File: config.mk
export PLATFORM = sky130hd
export DESIGN_NAME = debug_uart_tx
export DESIGN_NICKNAME = d
export VERILOG_FILES = /design/src/rtl/debug_uart_tx_pkg.sv /design/src/rtl/uart_tx_byte.sv /design/src/rtl/debug_uart_tx.sv
export SDC_FILE = /design/constraint.sdc
export NUM_CORES = 1
export LEC_CHECK = 0
export ABC_AREA = 1
export ABC_CLOCK_PERIOD_IN_PS = 4150
export BUFFER_PORTS_ARGS = -buffer_cell sky130_fd_sc_hd__buf_2
export CAP_MARGIN = 20
export CORE_UTILIZATION = 55
export DETAILED_ROUTE_END_ITERATION = 10
export PLACE_DENSITY = 0.79
export SYNTH_ARGS = -nofsm -noshare
export SYNTH_HDL_FRONTEND = slang
export SYNTH_HIERARCHICAL = 1
export SYNTH_SLANG_ARGS = --single-unit
File: constraint.sdc
create_clock -name clock -period 4.15 [get_ports clock]
set_clock_uncertainty 0.1 [all_clocks]
set_input_delay 0 -clock clock [delete_from_list [all_inputs] [get_ports clock]]
set_output_delay 0 -clock clock [all_outputs]
set_load 0.02 [all_outputs]
File: src/rtl/debug_uart_tx_pkg.sv
// rtl/debug_uart_tx_pkg.sv - shared debug-bus UART constants and frame FSM states
package debug_uart_tx_pkg;

  // Values shared with the pipeline top and the debug RX unit
  localparam int         UART_CLKS_PER_BIT = 434;
  localparam logic [7:0] DEBUG_HEADER      = 8'hA5;
  localparam int         DEBUG_WIDTH       = 322;

  // Frame sequencer states
  typedef enum logic [1:0] {
    ST_IDLE = 2'd0,
    ST_LOAD = 2'd1,
    ST_WAIT = 2'd2,
    ST_FIN  = 2'd3
  } dbg_state_e;

endpackage

File: src/rtl/uart_tx_byte.sv
// rtl/uart_tx_byte.sv - 8N1 byte serializer that can chain bytes with no idle gap
module uart_tx_byte
  import debug_uart_tx_pkg::*;
#(
  parameter int CLKS_PER_BIT = UART_CLKS_PER_BIT
) (
  input  logic       clock,
  input  logic       reset,
  input  logic       tx_start,
  input  logic [7:0] data,
  output logic       tx,
  output logic       tx_busy,
  output logic       tx_done
);

  localparam int                BAUD_W    = $clog2(CLKS_PER_BIT);
  localparam logic [BAUD_W-1:0] BAUD_LAST = BAUD_W'(CLKS_PER_BIT - 1);

  logic [BAUD_W-1:0] baud_q, baud_d;
  logic [3:0]        bit_q, bit_d;
  logic [7:0]        shift_q, shift_d;
  logic              tx_q, tx_d;
  logic              busy_q, busy_d;

  // Last cycle of the stop bit; a tx_start seen here begins the next start bit without a gap
  assign tx_done = busy_q && (bit_q == 4'd9) && (baud_q == BAUD_LAST);
  assign tx      = tx_q;
  assign tx_busy = busy_q;

  // Next-state: baud/bit counting, shifting data out LSB first, and (re)start
  always_comb begin
    baud_d  = baud_q;
    bit_d   = bit_q;
    shift_d = shift_q;
    tx_d    = tx_q;
    busy_d  = busy_q;

    if (busy_q) begin
      if (baud_q == BAUD_LAST) begin
        baud_d = '0;
        if (bit_q == 4'd9) begin
          busy_d = 1'b0;
          bit_d  = 4'd0;
          tx_d   = 1'b1;
        end else begin
          bit_d = bit_q + 4'd1;
          if (bit_q < 4'd8) begin
            tx_d    = shift_q[0];
            shift_d = {1'b0, shift_q[7:1]};
          end else begin
            tx_d = 1'b1;
          end
        end
      end else begin
        baud_d = baud_q + BAUD_W'(1);
      end
    end

    if (tx_start && (!busy_q || tx_done)) begin
      shift_d = data;
      tx_d    = 1'b0;
      bit_d   = 4'd0;
      baud_d  = '0;
      busy_d  = 1'b1;
    end
  end

  // Serializer state; the line idles high out of reset
  always_ff @(posedge clock or negedge reset) begin
    if (!reset) begin
      baud_q  <= '0;
      bit_q   <= 4'd0;
      shift_q <= 8'h00;
      tx_q    <= 1'b1;
      busy_q  <= 1'b0;
    end else begin
      baud_q  <= baud_d;
      bit_q   <= bit_d;
      shift_q <= shift_d;
      tx_q    <= tx_d;
      busy_q  <= busy_d;
    end
  end

endmodule

File: src/rtl/debug_uart_tx.sv
// rtl/debug_uart_tx.sv - snapshots the pipeline debug vector and streams it as a UART frame
module debug_uart_tx
  import debug_uart_tx_pkg::*;
#(
  parameter int         DEBUG_WIDTH  = debug_uart_tx_pkg::DEBUG_WIDTH,
  parameter int         CLKS_PER_BIT = UART_CLKS_PER_BIT,
  parameter logic [7:0] HEADER       = DEBUG_HEADER
) (
  input  logic                   clock,
  input  logic                   reset,
  input  logic                   start,
  input  logic [DEBUG_WIDTH-1:0] debug_signal,
  output logic                   tx,
  output logic                   busy,
  output logic                   done
);

  localparam int         NBYTES   = (DEBUG_WIDTH + 7) / 8;
  localparam int         SNAP_W   = 8 * NBYTES;
  localparam logic [5:0] LAST_IDX = 6'(NBYTES);

  dbg_state_e        state_q, state_d;
  logic [SNAP_W-1:0] snap_q, snap_d;
  logic [5:0]        byte_idx_q, byte_idx_d;
  logic [7:0]        next_byte_q, next_byte_d;
  logic              busy_q, busy_d;
  logic              done_q, done_d;

  logic              byte_start;
  logic [7:0]        byte_data;
  logic              byte_busy;
  logic              byte_done;

  // Frame byte k: 0 is the sync header, k>=1 walks the snapshot from its top byte down
  function automatic logic [7:0] byte_select(input logic [SNAP_W-1:0] v, input logic [5:0] idx);
    logic [SNAP_W-1:0] shifted;
    shifted = '0;
    if (idx == 6'd0) return HEADER;
    if (idx > LAST_IDX) return 8'h00;
    shifted = v >> (8 * (NBYTES - int'(idx)));
    return shifted[7:0];
  endfunction

  // Sequencer: header starts straight from IDLE; later bytes are chained on tx_done so
  // there is no gap; LOAD prefetches the following byte while the current one shifts out
  always_comb begin
    state_d     = state_q;
    snap_d      = snap_q;
    byte_idx_d  = byte_idx_q;
    next_byte_d = next_byte_q;
    busy_d      = busy_q;
    done_d      = 1'b0;
    byte_start  = 1'b0;
    byte_data   = next_byte_q;

    unique case (state_q)
      ST_IDLE: begin
        if (start && !byte_busy) begin
          snap_d                  = '0;
          snap_d[DEBUG_WIDTH-1:0] = debug_signal;
          byte_idx_d              = 6'd0;
          busy_d                  = 1'b1;
          byte_start              = 1'b1;
          byte_data               = byte_select(snap_q, 6'd0);
          state_d                 = ST_LOAD;
        end
      end
      ST_LOAD: begin
        next_byte_d = byte_select(snap_q, byte_idx_q + 6'd1);
        state_d     = ST_WAIT;
      end
      ST_WAIT: begin
        if (byte_done) begin
          if (byte_idx_q < LAST_IDX) begin
            byte_start = 1'b1;
            byte_idx_d = byte_idx_q + 6'd1;
            state_d    = ST_LOAD;
          end else begin
            busy_d  = 1'b0;
            done_d  = 1'b1;
            state_d = ST_FIN;
          end
        end
      end
      ST_FIN: begin
        state_d = ST_IDLE;
      end
      default: begin
        state_d = ST_IDLE;
      end
    endcase
  end

  // Frame state and registered status outputs; reset aborts any frame in progress
  always_ff @(posedge clock or negedge reset) begin
    if (!reset) begin
      state_q     <= ST_IDLE;
      snap_q      <= '0;
      byte_idx_q  <= 6'd0;
      next_byte_q <= 8'h00;
      busy_q      <= 1'b0;
      done_q      <= 1'b0;
    end else begin
      state_q     <= state_d;
      snap_q      <= snap_d;
      byte_idx_q  <= byte_idx_d;
      next_byte_q <= next_byte_d;
      busy_q      <= busy_d;
      done_q      <= done_d;
    end
  end

  assign busy = busy_q;
  assign done = done_q;

  uart_tx_byte #(
    .CLKS_PER_BIT(CLKS_PER_BIT)
  ) u_tx_byte (
    .clock   (clock),
    .reset   (reset),
    .tx_start(byte_start),
    .data    (byte_data),
    .tx      (tx),
    .tx_busy (byte_busy),
    .tx_done (byte_done)
  );

endmodule

==> summary.md <==
The floorplan has 65 rows. The number of cells produced by synthesis is 2364. During synthesis, Yosys emitted a total of 6 warnings. The tools report the number of antenna violations at the first check in global routing as 5. Entering global routing, the biggest net connects 205 pins.

Summed over all instances, the cell type with the most area after synthesis is sky130_fd_sc_hd__dfrtp_1. In this run the post-CTS setup repair buffer count came out at 0. The final-report hold violation count is 0. The worst hold path terminates at state_q[0]. Final hold analysis gives a worst-case slack of 0.006728 ns.

Derived from the worst setup path, the maximum achievable clock frequency is 287.7 MHz. The first-pass GRT wire length came out at 100.2 mm. The floorplan step defined a die boundary enclosing 32900 sq um. The starting utilization of the core area came out at 0.5594. The static leakage came out at 12.54 nW. Type of the most critical hold path: in -> reg. Measured in cells, the most critical reg-to-reg path has a length of 11. The number of hold-repair buffers added at the cts stage came out at 323. After layout, the minimum clock period comes to 3.476 ns.

The run gives 3 as the maximum count of clock buffers along a single path. The source-to-sink clock delay at the later pin of the worst-skew pair was 0.54 ns. Before antenna repair, the detailed router went through 6 iterations. The proportion of synthesized flip-flops having asynchronous set or reset is 1.000. The number of DRC violations after detailed routing came out at 0.

The logs give 0 for the number of pins exceeding their max-slew limit in the final report and 0.2447 mV for the peak supply drop. The tools report the global-route usage over all layers as 0.3868. After synthesis the netlist holds a flip-flop and latch count of 363. The xor and xnor area share after synthesis was 0.002969; the layout cell share with drive strength beyond 1 was 0.1508.

The headroom to the max-slew limit was 0.3400. The core box area was 31640 sq um. For this block, wires on met1 add up to 23.99 mm. From bottom edge to top edge, the die measures 181.4 um. Main combinational cell family by area after synthesis: simple AND/OR/NAND/NOR gates. The startpoint identified for the worst hold timing path is start. The signal on the critical path passes through inv_4, ha_4, buf_4, o21ai_0, o21ai_0, nand2_1, nand3_1, nand2_1, nand3_1, nand4_1, nand2_1. The largest single stage delay on the critical path is 0.67 ns.

The cell with the largest stage delay on the worst path was sky130_fd_sc_hd__buf_4. The run gives 63.32 mm as the total routed wirelength. Sorting the synthesized cells by area gives the leading types as sky130_fd_sc_hd__dfrtp_1 (51%), sky130_fd_sc_hd__nand2_1 (23%), sky130_fd_sc_hd__o21ai_0 (6.7%), sky130_fd_sc_hd__inv_1 (4.1%), sky130_fd_sc_hd__nand3_1 (3.5%). After clock tree synthesis, the clock-pin slew on the worst setup and hold paths is 0.06 ns.

The power density over the cells was 314.4 nW/um^2. The finished layout holds 3372 standard cells, fillers aside. TritonCTS created 39 clock buffers.

In this run the top signal layer used is met4. By count the netlist is led by sky130_fd_sc_hd__nand2_1 (1087), sky130_fd_sc_hd__dfrtp_1 (362), sky130_fd_sc_hd__o21ai_0 (238). The tools report the launch instance of the worst register-to-register path as byte_idx_q[0]. The initial detailed-routing violation count was 2263; the detailed-route wire length per cell was 18.78 um. The multiplexer fraction of the synthesized cell area was 0.

The tools report the number of nets in the synthesized netlist as 2696. Startpoint kind of the worst setup timing path: a flop. After clock tree synthesis, the repair step resized 0 gates. Averaged over all synthesized cells, the footprint is 7.487 sq um.

The maximum fanout along the worst path is 62, and the endpoint arrival time on the critical path is 3.85 ns. The netlist uses 38 different library cells. Detailed placement ended at an HPWL of 33.83 mm.

TritonCTS built the clock tree. In this run the horizontal extent of the chip is 181.4 um. Counting stages on the worst path, the most repeated cell is sky130_fd_sc_hd__nand2_1.

In this run the tool buffered the top-level ports with 327 buffer cells. The synthesized design contains 0 enable-type register cells. The final clock period utilization by the worst path works out to 0.8376. After detailed routing, the met2 layer carries 29.67 mm of wire. The fraction of synthesized cell area taken by the top area cell type was 0.5118. In this run, placement finished with an instance count of 2972. The detailed route wirelength on metal3 was 5.548 mm; the number of setup violations in the final report was 0.

The endpoint identified for the worst register-to-register timing path is next_byte_q[1]. In this run the remaining antenna-violating nets after routing total 0. The via-per-instance ratio is 5.597, and the number of nets in the layout is 3267. The adder-cell share of the synthesized area was 0.004949. The logs give 0.67 ns for the internal reg-to-reg setup slack and 363 for the total clock sinks. Compared with the post-synthesis result, the final layout area differs by 35.43%. Setup repair after global routing left no endpoint under its margin.

The part of the Yosys area used for sequential elements was 0.5133; the top-level I/O count was 328. Clock tree root driver cell: sky130_fd_sc_hd__clkbuf_16. The pin slew with the least headroom to its limit works out to 0.9900 ns. For this run the aggregate overflow at the end of global routing stands at 0. Most used standard cell by instance count after synthesis: sky130_fd_sc_hd__nand2_1. The fraction of the mapped netlist area in simple logic gates is 0.2956. Routability-driven placement finished with a final weighted congestion of 0.8868. The H-tree was split into 2 levels. The netlist area before placement is 17700 sq um, and the count of max-cap constraint violations is 0. The run gives 19.27k as the via count of the first global-routing pass.

The flow ran to the end, and the final reports show no timing, DRC or antenna violations. STA classifies the critical path endpoint as a flop. At the worst endpoint, the required time is 4.53 ns. The type of the worst setup path is reg -> reg. The commonest register cell after synthesis was sky130_fd_sc_hd__dfrtp_1. Counting instances, the worst hold path has a depth of 5.

Post-synthesis compound-gate area fraction: 0.1038. The number of vias in the routed layout came out at 18.87k. The post-route setup TNS was 0 ns.
-- routing by layer --
metal,vias to the layer above,track usage
met3,335,0.06859
met5,-,0
met4,0,0.2292
met2,1283,0.6286
met1,8731,0.4867
li1,8524,-
-- metrics by stage --
stage	worst slack (ns)	total power, mW	instance area (sq um)	utilization
2_1_floorplan	1.008	3.605	17700	-
3_3_place_gp	0.8850	3.850	19430	0.6142
3_5_place_dp	0.8462	3.851	19430	0.6142
4_1_cts	0.8082	7.491	23930	0.7563
5_1_grt	0.4597	7.720	23970	0.7576
6_report	0.6739	7.536	23970	0.7576
-- how the worst max path moves through the flow --
stage / start / to / depth (start not counted)
after CTS: u_tx_byte/bit_q[1] / u_tx_byte/shift_q[7] / 15
after global routing: u_tx_byte/bit_q[1] / u_tx_byte/shift_q[6] / 15
after global placement: byte_idx_q[0] / next_byte_q[4] / 13
after floorplan: byte_idx_q[0] / next_byte_q[4] / 22
final: byte_idx_q[0] / next_byte_q[1] / 11
after detailed placement: u_tx_byte/bit_q[1] / u_tx_byte/shift_q[0] / 15
-- cells in the final DEF (no fill, tap or decap), drive strengths merged --
| cell | n |
|---|---|
| a21oi | 42 |
| and3 | 1 |
| buf | 344 |
| bufinv | 1 |
| clkbuf | 58 |
| clkinv | 8 |
| clkinvlp | 2 |
| dfrtp | 362 |
| dfstp | 1 |
| diode | 6 |
| dlygate4sd3 | 323 |
| ha | 7 |
| inv | 201 |
| nand2 | 1104 |
| nand3 | 126 |
| nand4 | 9 |
| nor2 | 67 |
| nor3 | 1 |
| o211a | 1 |
| o211ai | 34 |
| o21ai | 244 |
| o21bai | 1 |
| o221ai | 3 |
| o22ai | 14 |
| or2 | 4 |
| xnor2 | 1 |
| xor2 | 5 |
-- worst max-delay path, delay by kind of cell, from the launching register on --
kind | cells | cell delay [ns]
buffers and inverters | 2 | 1.00
AO/OA/AOI/OAI | 2 | 0.71
AND/OR/NAND/NOR | 6 | 0.54
flip-flops | 1 | 0.51
adder cells (fa/ha/maj) | 1 | 0.50
-- area by class of cell --
| class | count | area, sq um |
|---|---|---|
| inverters | 200 | 765.7 |
| flip-flops and latches | 363 | 9089 |
| repair buffers | 667 | 5102 |
| clock buffers | 58 | 1159 |
| multi-input cells | 1664 | 7231 |
| fillers | 2047 | 7667 |
| clock inverters | 12 | 105.1 |
| diodes | 6 | 15.01 |
| well taps | 402 | 503.0 |
-- kinds of logic after synthesis --
kind of cell | Yosys count
adders and majority gates | 7
xor gates and xnor gates | 6
DFF | 363
buffers and inverters | 337
AOI/OAI and AO/OA | 339
and+or+nand+nor | 1312
-- state kept, by name (all words and copies together) (netlist names), 2 cells and up --
name / count
u_tx_byte/baud_q: 9
snap_q: 322
next_byte_q: 8
u_tx_byte/shift_q: 8
u_tx_byte/bit_q: 4
byte_idx_q: 6
state_q: 2
-- power by group --
part	total [mW]	switching [mW]	internal, mW	leakage (nW)
sequential	3.54	0	3.54	4.19
clock	3.48	1.48	2.00	0.622
combinational	0.518	0.206	0.312	7.73
No activity file was read; power rests on OpenSTA's default activity.
